[src/rtl/booth_mult_sched.sv]
// booth_mult_sched
//   Sequential radix-2 Booth multiplier shared by NREQ requesters through a
//   round-robin arbiter. One signed WIDTH x WIDTH job is accepted at a time.
//   The engine iterates one Booth step per clock for WIDTH clocks. It then
//   holds the 2*WIDTH-bit product, tagged with the requester index, until the
//   consumer takes it.
//
// Optional feature macro: BOOTH_ZERO_BYPASS_EN
//   When defined, a job with a zero operand skips RUN and goes straight to
//   DONE with a zero product.
//
// Ports
//   clk           clock, all logic on the rising edge
//   rst           synchronous active-high reset
//   req_valid     [NREQ]         per-requester job valid
//   req_ready     [NREQ]         per-requester accept (one-hot or zero, IDLE only)
//   req_a         [NREQ*WIDTH]   multiplicands, requester i at [i*WIDTH +: WIDTH]
//   req_b         [NREQ*WIDTH]   multipliers, same packing
//   resp_valid    product valid (DONE state)
//   resp_ready    consumer accepts product
//   resp_id       [IDW]          requester owning the product
//   resp_product  [2*WIDTH]      signed product a*b
//   busy          high whenever the engine is not IDLE
module booth_mult_sched #(
  parameter  int WIDTH = 4,
  parameter  int NREQ  = 2,
  localparam int IDW   = (NREQ > 2) ? $clog2(NREQ) : 1
) (
  input  logic                    clk,
  input  logic                    rst,
  input  logic [NREQ-1:0]         req_valid,
  output logic [NREQ-1:0]         req_ready,
  input  logic [NREQ*WIDTH-1:0]   req_a,
  input  logic [NREQ*WIDTH-1:0]   req_b,
  output logic                    resp_valid,
  input  logic                    resp_ready,
  output logic [IDW-1:0]          resp_id,
  output logic [2*WIDTH-1:0]      resp_product,
  output logic                    busy
);

  localparam int CW = $clog2(WIDTH);

  typedef enum logic [1:0] {IDLE, RUN, DONE} state_t;

  state_t               state_q, state_d;
  logic [IDW-1:0]       rr_ptr_q, rr_ptr_d;
  logic [WIDTH:0]       m_q, m_d;        // multiplicand with guard bit
  logic [WIDTH:0]       acc_q, acc_d;    // Booth A register with guard bit
  logic [WIDTH-1:0]     mq_q, mq_d;      // Booth Q register (multiplier)
  logic                 qm1_q, qm1_d;
  logic [IDW-1:0]       id_q, id_d;
  logic [CW-1:0]        count_q, count_d;
  logic [2*WIDTH-1:0]   prod_q, prod_d;
  logic [IDW-1:0]       rid_q, rid_d;

  logic [WIDTH-1:0]     a_arr [NREQ];
  logic [WIDTH-1:0]     b_arr [NREQ];
  logic [WIDTH-1:0]     a_sel, b_sel;
  logic                 lo_found, hi_found, grant_found, accept;
  logic [IDW-1:0]       lo_id, hi_id, grant_id;
  logic [WIDTH:0]       sum;

  genvar gi;
  generate
    for (gi = 0; gi < NREQ; gi++) begin : g_unpack
      assign a_arr[gi] = req_a[gi*WIDTH +: WIDTH];
      assign b_arr[gi] = req_b[gi*WIDTH +: WIDTH];
    end
  endgenerate

  // Round-robin grant: lowest valid index at or above rr_ptr, otherwise the
  // lowest valid index overall (the wrap-around case). Scanning downward lets
  // the last hit be the lowest index.
  always_comb begin
    lo_found = 1'b0;
    lo_id    = '0;
    hi_found = 1'b0;
    hi_id    = '0;
    for (int i = NREQ - 1; i >= 0; i--) begin
      if (req_valid[i]) begin
        lo_found = 1'b1;
        lo_id    = IDW'(i);
        if (IDW'(i) >= rr_ptr_q) begin
          hi_found = 1'b1;
          hi_id    = IDW'(i);
        end
      end
    end
    grant_found = lo_found;
    grant_id    = hi_found ? hi_id : lo_id;
  end

  assign accept = (state_q == IDLE) && grant_found;
  assign a_sel  = a_arr[grant_id];
  assign b_sel  = b_arr[grant_id];

  always_comb begin
    req_ready = '0;
    if (accept) begin
      req_ready[grant_id] = 1'b1;
    end
  end

  always_comb begin
    state_d  = state_q;
    rr_ptr_d = rr_ptr_q;
    m_d      = m_q;
    acc_d    = acc_q;
    mq_d     = mq_q;
    qm1_d    = qm1_q;
    id_d     = id_q;
    count_d  = count_q;
    prod_d   = prod_q;
    rid_d    = rid_q;
    sum      = acc_q;
    case (state_q)
      IDLE: begin
        if (accept) begin
          m_d      = {a_sel[WIDTH-1], a_sel};
          acc_d    = '0;
          mq_d     = b_sel;
          qm1_d    = 1'b0;
          id_d     = grant_id;
          count_d  = '0;
          rr_ptr_d = (grant_id == IDW'(NREQ - 1)) ? '0 : grant_id + 1'b1;
          state_d  = RUN;
`ifdef BOOTH_ZERO_BYPASS_EN
          if (a_sel == '0 || b_sel == '0) begin
            prod_d  = '0;
            rid_d   = grant_id;
            state_d = DONE;
          end
`endif
        end
      end
      RUN: begin
        case ({mq_q[0], qm1_q})
          2'b01:   sum = acc_q + m_q;
          2'b10:   sum = acc_q - m_q;
          default: sum = acc_q;
        endcase
        // Arithmetic shift right of {A, Q, q_m1}
        acc_d   = {sum[WIDTH], sum[WIDTH:1]};
        mq_d    = {sum[0], mq_q[WIDTH-1:1]};
        qm1_d   = mq_q[0];
        count_d = count_q + 1'b1;
        if (count_q == CW'(WIDTH - 1)) begin
          prod_d  = {acc_d[WIDTH-1:0], mq_d};
          rid_d   = id_q;
          state_d = DONE;
        end
      end
      DONE: begin
        if (resp_ready) begin
          state_d = IDLE;
        end
      end
      default: state_d = IDLE;
    endcase
  end

  always_ff @(posedge clk) begin
    if (rst) begin
      state_q  <= IDLE;
      rr_ptr_q <= '0;
      m_q      <= '0;
      acc_q    <= '0;
      mq_q     <= '0;
      qm1_q    <= 1'b0;
      id_q     <= '0;
      count_q  <= '0;
      prod_q   <= '0;
      rid_q    <= '0;
    end else begin
      state_q  <= state_d;
      rr_ptr_q <= rr_ptr_d;
      m_q      <= m_d;
      acc_q    <= acc_d;
      mq_q     <= mq_d;
      qm1_q    <= qm1_d;
      id_q     <= id_d;
      count_q  <= count_d;
      prod_q   <= prod_d;
      rid_q    <= rid_d;
    end
  end

  assign resp_valid   = (state_q == DONE);
  assign busy         = (state_q != IDLE);
  assign resp_product = prod_q;
  assign resp_id      = rid_q;

endmodule

[config.mk]
export PLATFORM = sky130hd
export DESIGN_NAME = booth_mult_sched
export DESIGN_NICKNAME = d
export VERILOG_FILES = /design/src/rtl/booth_mult_sched.sv
export SDC_FILE = /design/constraint.sdc
export NUM_CORES = 1
export LEC_CHECK = 0
export ABC_AREA = 0
export CELL_PAD_IN_SITES_DETAIL_PLACEMENT = 1
export CELL_PAD_IN_SITES_GLOBAL_PLACEMENT = 1
export CORE_ASPECT_RATIO = 0.75
export CORE_MARGIN = 3
export CORE_UTILIZATION = 36
export DETAILED_ROUTE_END_ITERATION = 16
export PLACE_DENSITY = 0.83
export REMOVE_ABC_BUFFERS = 1
export SLEW_MARGIN = 0
export SYNTH_ARGS = -nofsm -noshare
export SYNTH_HDL_FRONTEND = slang
export SYNTH_SLANG_ARGS = --single-unit
[constraint.sdc]
create_clock -name clk -period 2.85 [get_ports clk]
set_input_delay 0.285 -clock clk [delete_from_list [all_inputs] [get_ports clk]]
set_output_delay 0.285 -clock clk [all_outputs]
set_load 0.1 [all_outputs]
# Word level (Yosys, flattened, before mapping)
# Cells that the tools add are included.
[classes] magnitude_cmp=5 reduce_logical=9 n_bitwise=1 shifts=0 n_div=0 eq_ne=8 mul=0 muxes=33 addsub=4
[ops] cell="2-to-1 mux 4 bit" count=7
[ops] cell="one-hot mux 5 bit (2 select lines)" count=2
[ops] cell="2-to-1 mux 1 bit" count=13
[ops] cell="2-to-1 mux 2 bit" count=5
[ops] cell="one-hot mux 4 bit (2 select lines)" count=1
[ops] cell="== test 2 bit (second input constant)" count=3
[ops] cell="one-hot mux 2 bit (3 select lines)" count=1
[ops] cell="AND reduction 2 bit" count=3
[ops] cell="adder 5 bit" count=1
[ops] cell="2-to-1 mux 5 bit" count=1
[ops] cell="subtractor 5 bit" count=1
[ops] cell="== test 2 x 1 -> 1 bit (second input constant)" count=2
[ops] cell="inequality test 2 bit (second input constant)" count=2
[ops] cell="one-hot mux 2 bit (2 select lines)" count=1
[ops] cell="nonzero test 2 bit" count=2
[ops] cell="AND reduction 3 bit" count=1
[ops] cell="adder 2 x 1 -> 2 bit (second input constant)" count=1
[ops] cell=">= comparator 1 bit (first input constant)" count=2
[ops] cell=">= comparator 2 bit (second input constant)" count=1
[ops] cell="logical AND 1 bit" count=2
[ops] cell="logical NOT 2 bit" count=1
[ops] cell="less-than comparator 1 x 2 -> 1 bit (second input constant)" count=1
[ops] cell="inequality test 2 x 1 -> 1 bit (second input constant)" count=1
[ops] cell="NOT 1 -> 2 bit" count=1
[ops] cell="other kinds (4)" count=4
[totals] output_inout_bits=13 mem_bits_rw=0 rom_bits=0 ff_bits=29 inputBits=21 elab_cells=70 latch_bits=0 mem_count=0

# Logic depth before layout (Yosys ltp)
# Gate-level depths: netlist of the first run.
[depth] depth_word=12 mapped_depth=10

# Least setup slack after synthesis of the first run
# OpenSTA, ideal clock, no wires.
[synth_timing] kind="register to register" start="register m_q[0]" end="register prod_q[7] (netlist: resp_product[7])" t_arrival_ns=2.266 path_slack_ns=0.493 period_less_slack_ns=2.357 stages_incl_launch_ff=10 setup_time_ns=0.091 path_cell_list="dfxtp_1 inv_1 ha_1 mux2_2 fa_1 nand2b_1 a21oi_2 xnor2_1 or3_1 a311oi_1"
[synth_via] elab_chain_len=2 word_cells_on_any_way=3
[synth_lines] element="from (decl)" line="48" text="logic [WIDTH:0] m_q, m_d;"
[synth_lines] element="from (signal assigned)" line="178" text="m_q <= m_d;"
[synth_lines] element="subtractor 5 bit or adder 5 bit (tied branches)" line="140, 139"
[synth_lines] element="one-hot mux 5 bit (2 select lines) *" line="138" text="case ({mq_q[0], qm1_q})"
[synth_lines] element="to (signal assigned)" line="184" text="prod_q <= prod_d;"
[synth_lines] element="to (decl)" line="54" text="logic [2*WIDTH-1:0] prod_q, prod_d;"
# Mark *: on every way between the ends. The rest lies on a longest branch, timed or not.
# A chain may end at the register's enable or synchronous reset.

# Final worst setup path of the first run
[layout_timing] start="register m_q[0]" end="register acc_q[3]"
[layout_via] elab_chain_len=3 word_cells_on_any_way=4
[layout_lines] element="subtractor 5 bit or adder 5 bit (tied branches)" line="140, 139"
[layout_lines] element="one-hot mux 5 bit (2 select lines) *" line="138"
[layout_lines] element="one-hot mux 5 bit (2 select lines) *" line="117" text="case (state_q)"
[layout_lines] element="to (signal assigned)" line="168" text="acc_q <= '0;"
[layout_lines] element="to (signal assigned)" line="179" text="acc_q <= acc_d;"
[layout_lines] element="to (decl)" line="49" text="logic [WIDTH:0] acc_q, acc_d;"
# Marks and branches as above.

==> results.md, run 1 <==
- CP Data Required Time: 3040 ps
- Met1 usage: 0.224
- Filler Cell Count: 478
- Clock sink total: 28
- Die Area: 4790 um^2
- Yosys reg bits: 28
- Remaining antenna violation count after routing: 0
- Hpwl dp: 3110 um
- Register Area: 561 um^2
- Hold Path End: resp_id
- Layout cells sized above 1: 0.150
- Status: finished clean
- Die height: 60.7 um
- Worst setup SP type: flip-flop
- Ys flop type: dfxtp_1
- EDFF count, synth: 0
- R2R depth: 9
- Global-route wire length before repair: 6710 um
- Crit end category: flip-flop
- Reg2reg start: m_q[0]
- Worst slew margin relative to its limit: 0.476
- Width of the die: 78.9 um
- CTS tree: yes
- Reg2reg setup slack: 260 ps
- DRC Markers: 0
- Total global-route track usage: 0.182
- Hold_sp: resp_id
- Routed WL per cell: 15.3 um
- Finished Cell Area: 1880 um^2
- Post-Synthesis Cell Area: 1440 um^2
- Num CTS Buffers: 3
- Worst-margin pin slew: 783 ps
- Routability cong.: 0.886
- Largest net degree at the start of global routing: 22
- Root buffer cell: clkbuf_8
- Max-cap violation count: 0
- Placed Area: 1800 um^2
- Setup bufs post-CTS: 0
- Initial antenna violation count: 0
- Sequential-to-total area share from yosys stat: 0.391
- Layout area overhead: 30.7%
- Starting DRT DRC Count: 71
- Worst hold stages: 2
- Initial core utilization: 0.382
- WHS: 465 ps
- Area of the multi-input gates: 815 um^2
- Switching Power: 0.293 mW
- Cell Rows: 19
- Grt ovf: 0
- Tcrit/Tclk final: 0.907
- Final Skew: 5.50 ps
- Most frequent cells in the layout: nand2_1 (28), dfxtp_1 (28), a21oi_1 (22)
- Layer with the highest usage: met2
- Critical path type: flip-flop to flip-flop
- Top cell type's share of synthesized area: 0.391
- Final setup fails: 0
- First-pass DRT Iterations: 5
- Yosys cell types: 35
- CP Data Arrival Time: 2780 ps
- Simple logic cell fraction of the synthesized area: 0.227
- Endpoints failing hold: 0
- GR Layer Usage met3: 0.0445
- Largest cells by area after synthesis: dfxtp_1 (39%), a21oi_1 (7.7%), nand2_1 (7.3%)
- Xor/xnor cell area share of the yosys netlist: 0.0244
- Syn_area_per_cell: 8.20 um^2
- Clock share of power: 0.316
- Post-synthesis cell count: 175
- Power Density: 537 nW/um^2
- Resized cells post-CTS: 0
- Io pins: 34
- Clock Latency Late Sink: 280 ps
- CP Max Fanout: 4
- H-tree depth: 1
- Dominant cell type by area after synthesis: dfxtp_1
- Vias in the first global route: 1390
- Count of hold-fix buffers inserted at cts: 0
- Vias after detailed routing: 1351
- CTS max path bufs: 2
- Ant diodes: 0
- Non-Filler Instances: 258
- Met2 usage: 0.333
- Switching part of the total: 0.291
- Hold Crit Class: flip-flop to flip-flop
- Fraction of registers with async set/reset: 0
- P_int: 0.714 mW
- Placed Cells: 254
- F_max: 387 MHz
- Setup TNS: 0 ps
- Core area: 3760 um^2
- R2R Path End: acc_q[3]
- Maximum vdd drop: 0.374 mV
- Combinational Power Share: 0.260
- Slew Viols, Final: 0
- Clk pin slew, worst setup/hold paths: 100 ps
- RSZ-0062 raised after global routing: no
- Sequential Power Share: 0.425
- Port Buf Inserts: 33
- Leakage Power: 0.705 nW
- Mux contribution to synthesized area: 0.0610
- Fin crit period: 2590 ps
- Synth Area in Compound Gates: 0.180
- Final Net Count: 236
- Largest family of logic cells by synthesized area: simple AND/OR/NAND/NOR gates
- Vias per std cell: 5.24
- Yosys Warn Count: 0
- Routed WL: 3940 um
- Adder-Cell Fraction of Synth Area: 0.0750
sequential cells by signal, summed over array words and instances, names as in the netlist, 2 cells and up:
| signal | cells |
|---|---|
| acc_q | 4 |
| count_q | 2 |
| resp_product | 8 |
| m_q | 4 |
| mq_q | 4 |
| state_q | 2 |
final cells by class:
class	count	area share
multi-input combinational	132	0.434
sequential	28	0.299
timing repair buffer	35	0.180
tap	52	0.0347
clock buffer	3	0.0220
clock inverter	1	0.0160
inverter	7	0.0140
power by group through the flow:
stage | Sequential [mW] | Clock [mW] | Combinational [mW]
2_1_floorplan | 0.434 | 0 | 0.172
3_3_place_gp | 0.435 | 0 | 0.248
3_5_place_dp | 0.436 | 0 | 0.262
4_1_cts | 0.428 | 0.329 | 0.265
5_1_grt | 0.431 | 0.347 | 0.291
6_report | 0.428 | 0.318 | 0.262
cell families after synthesis:
logic type	count (synthesis)
flops	28
buf+inv	15
xor+xnor	4
mux	8
fa+ha+maj	8
simple gates	70
compound gates	42
worst max-delay path by stage:
stage	startpoint	to
2_1_floorplan	state_q[1]	m_q[0]
3_3_place_gp	m_q[0]	resp_product[7]
3_5_place_dp	m_q[0]	acc_q[3]
4_1_cts	m_q[0]	acc_q[3]
5_1_grt	m_q[0]	acc_q[3]
6_report	m_q[0]	acc_q[3]
metal layers:
layer	wire, um	vias to the layer above
li1	-	670
met4	34	0
met2	1970	35
met5	0	-
met1	1720	640
met3	215	6
critical path, stage by stage (launching register included):
cell	delay [ps]
dfxtp_1	390
inv_1	70
ha_1	280
mux2_2	290
fa_1	430
nand2b_1	180
a21oi_2	130
xnor2_1	130
or4_1	430
a31oi_1	170
cells in the mapped netlist (4+ instances only):
| cell | instances |
|---|---|
| clkbuf_1 | 5 |
| a22oi_1 | 7 |
| o21ai_0 | 4 |
| nand2_1 | 28 |
| ha_1 | 7 |
| mux2_2 | 6 |
| nor2_1 | 15 |
| dfxtp_1 | 28 |
| a21oi_1 | 22 |
| nand2b_1 | 4 |
| nor3_1 | 5 |
| nand3_1 | 5 |
| inv_1 | 7 |
metrics by stage:
step           power [mW]  utilization  worst slack [ps]
5_1_grt              1.07        0.499              85.7
2_1_floorplan       0.605            -               302
4_1_cts              1.02        0.499               239
6_report             1.01        0.499               264
3_3_place_gp        0.683        0.480               412
3_5_place_dp        0.698        0.480               265
(Power assumes the default switching activity.)
==> inputs of run 2 (changes only) <==
--- a/config.mk
+++ b/config.mk
@@ -12,6 +12,7 @@
 export CORE_MARGIN = 3
 export CORE_UTILIZATION = 36
 export DETAILED_ROUTE_END_ITERATION = 16
+export GPL_TIMING_DRIVEN = 0
 export PLACE_DENSITY = 0.83
 export REMOVE_ABC_BUFFERS = 1
 export SLEW_MARGIN = 0
==> results.md, run 2 (synthesis results as in run 1) <==
- Final Net Count: 234 (-0.85%)
- Met1 usage: 0.203 (-0.0208)
- GR Layer Usage met3: 0.0460 (+0.00148)
- CTS tree: yes
- Crit end category: output pin
- F_max: 366 MHz (-5.4%)
- Max-cap violation count: 0 (unchanged)
- Most frequent cells in the layout: clkdlybuf4s50_1 (31), nand2_1 (28), dfxtp_1 (28)
- Final WS setup: 117 ps (-147 ps)
- Root buffer cell: clkbuf_8
- Tcrit/Tclk final: 0.959 (+0.0515)
- Vias per std cell: 5.24 (+0.11%)
- Fin crit period: 2730 ps (+147 ps)
- Status: finished clean
- CP Max Fanout: 11 (+7)
- Endpoints failing hold: 0 (unchanged)
- Power Density: 536 nW/um^2 (-0.27%)
- Layer with the highest usage: met2
- Vias after detailed routing: 1342 (-0.67%)
- Width of the die: 78.9 um (unchanged)
- Routability cong.: 0.744 (-16%)
- Layout area overhead: 30.0%
- Initial antenna violation count: 0 (unchanged)
- Pre-CTS WS: -107 ps (-372 ps)
- CP Data Arrival Time: 2450 ps (-330 ps)
- Die Area: 4790 um^2 (unchanged)
- Port Buf Inserts: 33 (unchanged)
- Largest net degree at the start of global routing: 29 (+32%)
- H-tree depth: 1 (unchanged)
- Final Skew: 4.51 ps (-0.987 ps)
- DRC Markers: 0 (unchanged)
- Met2 usage: 0.328 (-0.00484)
- Hold Crit Class: flip-flop to flip-flop
- Max reg flops: 8 (unchanged)
- Global-route wire length before repair: 6620 um (-1.3%)
- Worst slew margin relative to its limit: 0.313 (-0.163)
- Slew Viols, Final: 0 (unchanged)
- Most common cell after layout, fill and taps aside: clkdlybuf4s50_1
- Hpwl dp: 3090 um (-0.55%)
- Initial core utilization: 0.382 (unchanged)
- Layout cells sized above 1: 0.0784 (-0.0721)
- Routed WL: 3960 um (+0.61%)
- Critical path type: flip-flop to output pin
- CP Data Required Time: 2570 ps (-470 ps)
- RSZ-0062 raised after global routing: no
- Clock sink total: 28 (unchanged)
- Total global-route track usage: 0.177 (-0.00549)
- Num CTS Buffers: 3 (unchanged)
- First-pass DRT Iterations: 4 (-1)
- Worst setup SP type: flip-flop
- Setup bufs post-CTS: 0 (unchanged)
- Io pins: 34 (unchanged)
- Count of hold-fix buffers inserted at cts: 0 (unchanged)
- Worst Path Buf+Inv: 1 (unchanged)
- Starting DRT DRC Count: 132 (+86%)
- CP top delay family: simple AND/OR/NAND/NOR gates
- Clock Latency Late Sink: 280 ps (about the same)
- Routed WL per cell: 15.5 um (+1.4%)
- Ant diodes: 0 (unchanged)
- Cell Rows: 19 (unchanged)
- Worst-margin pin slew: 1030 ps (+243 ps)
- Core area: 3760 um^2 (unchanged)
- Die height: 60.7 um (unchanged)
- Vias in the first global route: 1437 (+3.4%)
- Grt ovf: 0 (unchanged)
- Crit-path slowest cell: dlygate4sd2_1
- WHS: 461 ps (-4.34 ps)
- Final setup fails: 0 (unchanged)
- Finished Cell Area: 1870 um^2 (-0.53%)
- Worst-path cell chain: or2_1 > or2_2 > nor2_4 > dlygate4sd2_1
- Placed Area: 1800 um^2 (-0.42%)
- Crit path largest cell delay: 880 ps (+450 ps)
- Maximum vdd drop: 0.321 mV (-14%)
- Remaining antenna violation count after routing: 0 (unchanged)
- Leakage Power: 0.671 nW (-4.9%)
- CTS max path bufs: 2 (unchanged)
- Clk pin slew, worst setup/hold paths: 100 ps (about the same)
[run 2: path summary, 6_finish.rpt]
kind / from / end / slack (ps) / cells past startpoint
setup / recovery: state_q[1] / req_ready[1] / 120 / 4
setup reg to reg: mq_q[0] / resp_product[7] / 280 / 8
hold reg to reg: resp_product[5] / resp_product[5] / 460 / 2
hold / removal: resp_product[5] / resp_product[5] / 460 / 2
[run 2: repair_timing]
item | CTS | global route
gates resized for setup | 2 | 0
endpoints found under the setup margin | 2 | 0
hold endpoints to repair | 0 | 0
[run 2: worst reg2reg max path, cell delays in order (launching register included)]
cell and delay, ps:
dfxtp_1 380, ha_1 260, mux2_2 390, fa_1 430, nand2b_1 170, a21oi_2 130
xnor2_1 130, or3_1 320, a311oi_1 250
[run 2: layer usage]
| metal | routed length [um] | share of wire |
|---|---|---|
| met1 | 1730 | 0.44 |
| met2 | 2000 | 0.50 |
| met3 | 188 | 0.047 |
| met4 | 40 | 0.010 |
| met5 | 0 | 0 |
[run 2: layout make-up]
cell class / instances / area, um^2
multi-input cells: 132 / 815
clock buffers: 3 / 41.3
clock inverters: 1 / 30.0
fillers: 475 / 1890
repair buffers: 33 / 328
well taps: 52 / 65.1
inverters: 7 / 26.3
flip-flops and latches: 28 / 561
[run 2: stage by stage]
stage,util,std cells,total power [mW],TNS (ps)
2_1_floorplan,-,167,0.605,0
3_3_place_gp,0.478,252,0.674,-184
3_5_place_dp,0.478,252,0.694,-207
4_1_cts,0.497,256,1.01,0
5_1_grt,0.497,256,1.05,0
6_report,0.497,256,0.999,0
[run 2: power breakdown]
part           leakage, nW  internal [mW]  total, mW  switching, mW
clock               0.0357          0.188      0.315          0.127
combinational        0.407          0.108      0.255          0.147
sequential           0.228          0.410      0.429         0.0186
total                0.671          0.706      0.999          0.293
